[src/rtl/xor_change_monitor_pkg.sv]
// Shared definitions for the XOR change monitor: FSM encoding and counter limit helper.
package xor_mon_pkg;

    typedef enum logic {
        ST_IDLE  = 1'b0,
        ST_TRACK = 1'b1
    } state_t;

    // Computed in 64 bits so the shift stays defined for any counter width up to 63.
    function automatic longint unsigned cnt_max(input int w);
        return (64'd1 << w) - 64'd1;
    endfunction

endpackage

[src/rtl/xor_change_monitor_if.sv]
// Sample/report bundle between a driver and one xor_change_monitor instance.
interface xor_change_monitor_if #(
    parameter int WIDTH = 1,
    parameter int CNT_W = 4
);
    logic             en;
    logic             clr;
    logic [WIDTH-1:0] b;
    logic [WIDTH-1:0] a;
    logic [WIDTH-1:0] chg;
    logic             chg_any;
    logic [CNT_W-1:0] cnt;
    logic             sat;

    modport master (
        output en, clr, b,
        input  a, chg, chg_any, cnt, sat
    );

    modport slave (
        input  en, clr, b,
        output a, chg, chg_any, cnt, sat
    );
endinterface

[src/rtl/xor_change_monitor_sat_counter.sv]
// Saturating event counter with synchronous clear; sat flags the terminal value.
module sat_counter
    import xor_mon_pkg::*;
#(
    parameter int W = 4
) (
    input  logic         clk,
    input  logic         rst_n,
    input  logic         clr,
    input  logic         inc,
    output logic [W-1:0] cnt,
    output logic         sat
);
    localparam logic [W-1:0] CNT_MAX = W'(cnt_max(W));

    logic [W-1:0] cnt_q, cnt_d;
    logic         sat_q, sat_d;

    always_comb begin
        cnt_d = cnt_q;
        if (clr) begin
            cnt_d = '0;
        end else if (inc && (cnt_q != CNT_MAX)) begin
            cnt_d = cnt_q + 1'b1;
        end
        // Once at max the count holds, so sat stays set until clr or reset.
        sat_d = (cnt_d == CNT_MAX);
    end

    always_ff @(posedge clk) begin
        if (!rst_n) begin
            cnt_q <= '0;
            sat_q <= 1'b0;
        end else begin
            cnt_q <= cnt_d;
            sat_q <= sat_d;
        end
    end

    assign cnt = cnt_q;
    assign sat = sat_q;
endmodule

[src/rtl/xor_change_monitor.sv]
// Registered b ^ MASK with per-bit change detection against the last enabled sample.
module xor_change_monitor
    import xor_mon_pkg::*;
#(
    parameter int               WIDTH = 1,
    parameter logic [WIDTH-1:0] MASK  = '0,
    parameter int               CNT_W = 4
) (
    input  logic                 clk,
    input  logic                 rst_n,
    xor_change_monitor_if.slave  mon
);
    state_t           state_q, state_d;
    logic [WIDTH-1:0] prev_q, prev_d;
    logic [WIDTH-1:0] a_q, a_d;
    logic [WIDTH-1:0] chg_q, chg_d;
    logic             chg_any_q, chg_any_d;
    logic [WIDTH-1:0] diff;
    logic             inc;

    always_comb begin
        diff      = mon.b ^ prev_q;
        state_d   = state_q;
        prev_d    = prev_q;
        a_d       = a_q;
        chg_d     = '0;
        chg_any_d = 1'b0;
        inc       = 1'b0;
        // clr drops change history, so the next enabled sample only re-primes.
        if (mon.clr) begin
            state_d = ST_IDLE;
        end else begin
            case (state_q)
                ST_IDLE: begin
                    if (mon.en) begin
                        prev_d  = mon.b;
                        a_d     = mon.b ^ MASK;
                        state_d = ST_TRACK;
                    end
                end
                ST_TRACK: begin
                    if (mon.en) begin
                        chg_d     = diff;
                        chg_any_d = |diff;
                        prev_d    = mon.b;
                        a_d       = mon.b ^ MASK;
                        inc       = |diff;
                    end
                end
                default: state_d = ST_IDLE;
            endcase
        end
    end

    always_ff @(posedge clk) begin
        if (!rst_n) begin
            state_q   <= ST_IDLE;
            prev_q    <= '0;
            a_q       <= '0;
            chg_q     <= '0;
            chg_any_q <= 1'b0;
        end else begin
            state_q   <= state_d;
            prev_q    <= prev_d;
            a_q       <= a_d;
            chg_q     <= chg_d;
            chg_any_q <= chg_any_d;
        end
    end

    sat_counter #(.W(CNT_W)) u_cnt (
        .clk   (clk),
        .rst_n (rst_n),
        .clr   (mon.clr),
        .inc   (inc),
        .cnt   (mon.cnt),
        .sat   (mon.sat)
    );

    assign mon.a       = a_q;
    assign mon.chg     = chg_q;
    assign mon.chg_any = chg_any_q;
endmodule

[src/flat_wrapper.sv]
// flat-port wrapper written by rule: the top's interface ports become plain ports
module xor_change_monitor_flat import xor_mon_pkg::*;
#(
    parameter int               WIDTH = 1,
    parameter logic [WIDTH-1:0] MASK  = '0,
    parameter int               CNT_W = 4
)
  (clk, rst_n, mon_en, mon_clr, mon_b, mon_a, mon_chg, mon_chg_any, mon_cnt, mon_sat);
  xor_change_monitor_if #(.WIDTH(WIDTH), .CNT_W(CNT_W)) mon_i ();
  input  logic clk;
  input  logic rst_n;
  input wire logic [$bits(mon_i.en)-1:0] mon_en;
  input wire logic [$bits(mon_i.clr)-1:0] mon_clr;
  input wire logic [$bits(mon_i.b)-1:0] mon_b;
  output wire logic [$bits(mon_i.a)-1:0] mon_a;
  output wire logic [$bits(mon_i.chg)-1:0] mon_chg;
  output wire logic [$bits(mon_i.chg_any)-1:0] mon_chg_any;
  output wire logic [$bits(mon_i.cnt)-1:0] mon_cnt;
  output wire logic [$bits(mon_i.sat)-1:0] mon_sat;
  assign mon_i.en = mon_en;
  assign mon_i.clr = mon_clr;
  assign mon_i.b = mon_b;
  assign mon_a = mon_i.a;
  assign mon_chg = mon_i.chg;
  assign mon_chg_any = mon_i.chg_any;
  assign mon_cnt = mon_i.cnt;
  assign mon_sat = mon_i.sat;
  xor_change_monitor #(.WIDTH(WIDTH), .MASK(MASK), .CNT_W(CNT_W)) u_core (.clk(clk), .rst_n(rst_n), .mon(mon_i));
endmodule
[config.mk]
export PLATFORM = sky130hd
export DESIGN_NAME = xor_change_monitor_flat
export DESIGN_NICKNAME = d
export VERILOG_FILES = /design/src/rtl/xor_change_monitor_pkg.sv /design/src/rtl/xor_change_monitor_if.sv /design/src/rtl/xor_change_monitor_sat_counter.sv /design/src/rtl/xor_change_monitor.sv /design/src/flat_wrapper.sv
export SDC_FILE = /design/constraint.sdc
export NUM_CORES = 1
export LEC_CHECK = 0
export BUFFER_PORTS_ARGS = -buffer_cell sky130_fd_sc_hd__buf_2
export CAP_MARGIN = 20
export CORE_AREA = 3 3 40 42
export CTS_CLUSTER_DIAMETER = 50
export DETAILED_ROUTE_END_ITERATION = 6
export DIE_AREA = 0 0 43 45
export GPL_TIMING_DRIVEN = 0
export SYNTH_ARGS = -nofsm -noshare
export SYNTH_HDL_FRONTEND = slang
export SYNTH_SLANG_ARGS = --single-unit
[constraint.sdc]
create_clock -name clk -period 3.7 [get_ports clk]
set_clock_uncertainty 0.1 [all_clocks]
set_input_delay 0.185 -clock clk [delete_from_list [all_inputs] [get_ports clk]]
set_output_delay 0.185 -clock clk [all_outputs]
set_load 0.01 [all_outputs]
## Word level (Yosys, flattened, before mapping)

Index checks and enable logic that the tools add are counted.

- Input port bits: 5
- Memories kept: 0
- RAM bits: 0
- Word-level logic and storage cells: 22
- Memory bits (read-only): 0
- Output and inout bits: 8
- Register bits after elaboration: 8
- Bits in latches: 0

- Reductions and logical operators: 3
- Eq/ne operators: 2
- Add/sub/neg operators: 1
- Magnitude comparators: 0
- Div/mod/pow operators: 0
- Shift operators: 0
- Multipliers: 0
- Bitwise operators: 3
- Mux-type cells: 8

Operator list:

| operator | count |
|---|---|
| 4-bit 2-to-1 mux | 2 |
| 1-bit 2-to-1 mux | 6 |
| 4-bit by 1-bit adder with 4-bit output (second input constant) | 1 |
| 4-bit equality test (second input constant) | 1 |
| 4-bit inequality test (second input constant) | 1 |
| 1-bit inverter | 2 |
| 2-bit AND reduction | 1 |
| 2-bit OR reduction | 1 |
| 1-bit logical AND | 1 |
| 1-bit XOR | 1 |

## Logic depth before layout (Yosys ltp)

- Depth after elaboration: 8
- Depth in mapped cells: 5
- Depth with buffers taken out: 5

## Cells and area by module

From an unflattened synthesis, not the netlist that was laid out.

- Cell total of the unflattened synthesis: 40
- Area total of the unflattened synthesis: 382.9 µm²

By module, submodules not included:

| module | cells each | seq. area each (µm²) | area an instance (µm²) | instances |
|---|---|---|---|---|
| sat_counter | 27 | 100.1 | 252.7 | 1 |
| xor_change_monitor | 13 | 60.1 | 130.1 | 1 |

## Least setup slack after synthesis

Ideal clock, no wire load.

- Path kind: register to register
- Start point: register u_core.u_cnt.cnt_q[0] (netlist: u_core.u_cnt.cnt[0])
- End point: register u_core.u_cnt.sat_q (netlist: u_core.u_cnt.sat)
- Path slack: 2298 ps
- Stages on the path, launching flop included: 6
- Path buffers: 0
- Data arrival time: 1186 ps
- Cells stage by stage: dfxtp_1 -> ha_1 -> nand3_1 -> nand4_1 -> mux2i_1 -> and3_1

- Longest elaborated chain between the ends: 5
- Elaborated cells between the ends (all ways): 6
- Those cells by class: 1 x add/sub; 2 x eq/ne; 2 x mux; 1 x reduce/logical

RTL lines:

| item | line | source |
|---|---|---|
| start: declaration | xor_change_monitor_sat_counter.sv:16 | `logic [W-1:0] cnt_q, cnt_d;` |
| start signal: assignment | xor_change_monitor_sat_counter.sv:35 | `cnt_q <= cnt_d;` |
| parallel branches: the longest is 2 deep, another holds 4-bit by 1-bit adder with 4-bit output | - |  |
| 4-bit 2-to-1 mux (*) | xor_change_monitor_sat_counter.sv:23 | `end else if (inc && (cnt_q != CNT_MAX)) begin` |
| 4-bit 2-to-1 mux (*) | xor_change_monitor_sat_counter.sv:21 | `if (clr) begin` |
| 4-bit equality test (*) | xor_change_monitor_sat_counter.sv:27 | `sat_d = (cnt_d == CNT_MAX);` |
| end signal: assignment | xor_change_monitor_sat_counter.sv:36 | `sat_q <= sat_d;` |
| end: declaration | xor_change_monitor_sat_counter.sv:17 | `logic sat_q, sat_d;` |

Every way passes the cells marked *.
A chain may end at the register's enable or synchronous reset.

## Final worst setup path

Same ends and word-level chain as after synthesis.

==> run_results.csv <==
group,metric,value,unit
critical_path,arrival,1.55,ns
floorplanning,coreArea,1280,um^2
routing,drc,0,
finish,syn_to_final_growth,28.2,%
global_route,grt_util_met2,0.126,
routing,via_per_inst,4.93,
placement,gp_congestion,0.735,
min_path,min_path_type,"in -> reg",
global_route,grt_pass1_vias,295,
min_path,hold_depth,3,
clocking,cts.htree.levels,1,
floorplanning,dieArea,1940,um^2
floorplanning,io_pins,13,
floorplanning,rows,13,
placement,dp_hpwl,562,um
pwr,p_leak,0.216,nW
timing,post-route-min-period,1.49,ns
global_route,grt_max_degree,7,
synth,netlist_instances,38,
clocking,clkTransAtPathRegs,0.06,ns
global_route,grt_pass1_wl,1190,um
global_route,antenna_found_initial,0,
critical_path,path_max_fanout,6,
clocking,cts_setup_buffers,0,
clocking,postCtsHoldBufs,0,
timing,rsz0062_at_grt,"no",
synth,syn-cell-area,359,um^2
global_route,grt.busiest_layer,"met2",
routing,dr_total_vias,335,
synth,ys_seq_area_frac,0.446,
floorplanning,die_y,45,um
finish,drive_above_1_share,0.321,
critical_path,reg2reg_slack,2.21,ns
run,maxCapViolCount,0,
timing,post-route-period-util,0.403,
global_route,grt-ovfl-total,0,
pwr,ir_drop,0.148,mV
critical_path,criticalPathCategory,"reg -> reg",
critical_path,cp.required,3.76,ns
clocking,cts_tree,"yes",
timing,tns,0,ns
placement,numPortBuffers,12,
clocking,clockBufferDepth,2,
synth,synth_warnings,0,
timing,max_freq,670,MHz
timing,finalMaxSlewViolations,0,
routing,final_antenna_net_count,0,
timing,setup-violations-final,0,
global_route,grtUsageTotal,0.0886,
finish,utilization,0.358,
routing,first_pass_iters,4,
pwr,power.density,366,nW/um^2
finish,nets,61,
critical_path,critPathLaunchType,"flop",
clocking,cts_sinks,8,
synth,synthDistinctLibCells,19,
synth,syn_area_per_cell,9.45,um^2
timing,max_slew_margin,0.807,
finish,diodes,0,
clocking,cts.repair.resized,0,
timing,finalHoldViolCount,0,
routing,drtIter0Drc,2,
global_route,grt.met3_usage,0.0239,
pwr,power,0.169,mW
floorplanning,start_util,0.279,
placement,dpl_worst_slack,2.24,ns
routing,post_drt_wl_per_cell,10.7,um
critical_path,reg2reg_depth,5,
clocking,cts-buffers-inserted,3,
clocking,root_buffer,"clkbuf_4",
routing,wirelength,729,um
critical_path,end_kind,"flop",
synth,ys_seq_elements,8,
timing,setup_ws,2.21,ns
synth,syn-num-nets,44,
global_route,met1_usage,0.105,
timing,worstMarginPinSlew,0.285,ns
clocking,insertion_delay,0.26,ns
outcome,status,"completed",
floorplanning,die_w,43,um
## per-layer routing
layer,part of all wire,wire [um],vias up
li1,-,-,168
met1,0.46,332,151
met2,0.42,305,11
met3,0.082,60,5
met4,0.041,30,0
met5,0,0,-
## layout make-up
cell class                      count  area, um^2
Buffer                              1        7.51
Clock buffer                        3        22.5
Fill cell                         138         825
Multi-Input combinational cell     29         191
Sequential cell                     8         160
Tap cell                           15        18.8
Timing Repair Buffer               12        60.1
## power breakdown
part	switching, mW	total [mW]	leakage (nW)	internal (mW)
Clock	0.0325	0.0698	0.0138	0.0373
Combinational	0.00557	0.0102	0.137	0.00464
Sequential	0.00112	0.0885	0.0647	0.0874
Total	0.0392	0.169	0.216	0.129
## worst paths after layout
kind                            start                  end
setup / recovery  u_core.u_cnt.cnt[0]     u_core.u_cnt.sat
hold / removal                 mon_en       u_core.state_q
setup reg to reg  u_core.u_cnt.cnt[0]     u_core.u_cnt.sat
hold reg to reg   u_core.u_cnt.cnt[1]  u_core.u_cnt.cnt[1]
## cells in the final DEF, fill, tap and decap left out, drive strengths merged
cell type,synthesis,final
a211oi,1,1
a21oi,1,1
a41oi,2,2
and2,1,1
and2b,1,1
and3,2,2
buf,1,13
clkbuf,0,3
dfxtp,8,8
ha,1,1
mux2i,2,2
nand2,3,3
nand2b,2,2
nand3,3,3
nand4,1,1
nor2,4,4
nor2b,1,1
nor4b,1,1
o31a,1,1
xor2,2,2
## kinds of logic (layout without fill, tap and decap cells)
logic type	after synthesis	count (layout)	synth area share
muxes	2	2	0.0558
buffers and inverters	1	16	0.0209
AOI/OAI and AO/OA	5	5	0.108
and+or+nand+nor	19	19	0.286
DFF	8	8	0.446
adders and majority gates	1	1	0.0348
xor gates and xnor gates	2	2	0.0488
## state kept, by name, summed over array words and instances, names as in the netlist
register          flops
u_core.mon.a          1
u_core.mon.chg        1
u_core.state_q        1
u_core.u_cnt.cnt      4
u_core.u_cnt.sat      1
## metrics by stage
step	area, um^2	hold WS, ns	cells
final	460	0.0388	68
after global routing	460	0.0611	68
after CTS	460	0.0417	68
after detailed placement	438	0.307	65
after global placement	438	0.302	65
after floorplan	359	0.201	38
## worst max-delay path, stage by stage (launching register included)
cell     delay [ns]
dfxtp_1        0.36
ha_1           0.26
nand3_1        0.12
nand4_1        0.21
mux2i_1        0.17
and3_1         0.18
## synth_stat cells, drive strengths merged
cell	number	area, um^2
nor2	4	15.0
xor2	2	17.5
a41oi	2	17.5
dfxtp	8	160
buf	1	7.51
and2	1	7.51
nand2	3	11.3
nand4	1	6.26
o31a	1	8.76
ha	1	12.5
a211oi	1	7.51
a21oi	1	5.00
nor4b	1	8.76
nand2b	2	12.5
and2b	1	7.51
nand3	3	15.0
nor2b	1	6.26
mux2i	2	20.0
and3	2	12.5
No activity file was read; power rests on OpenSTA's default activity.
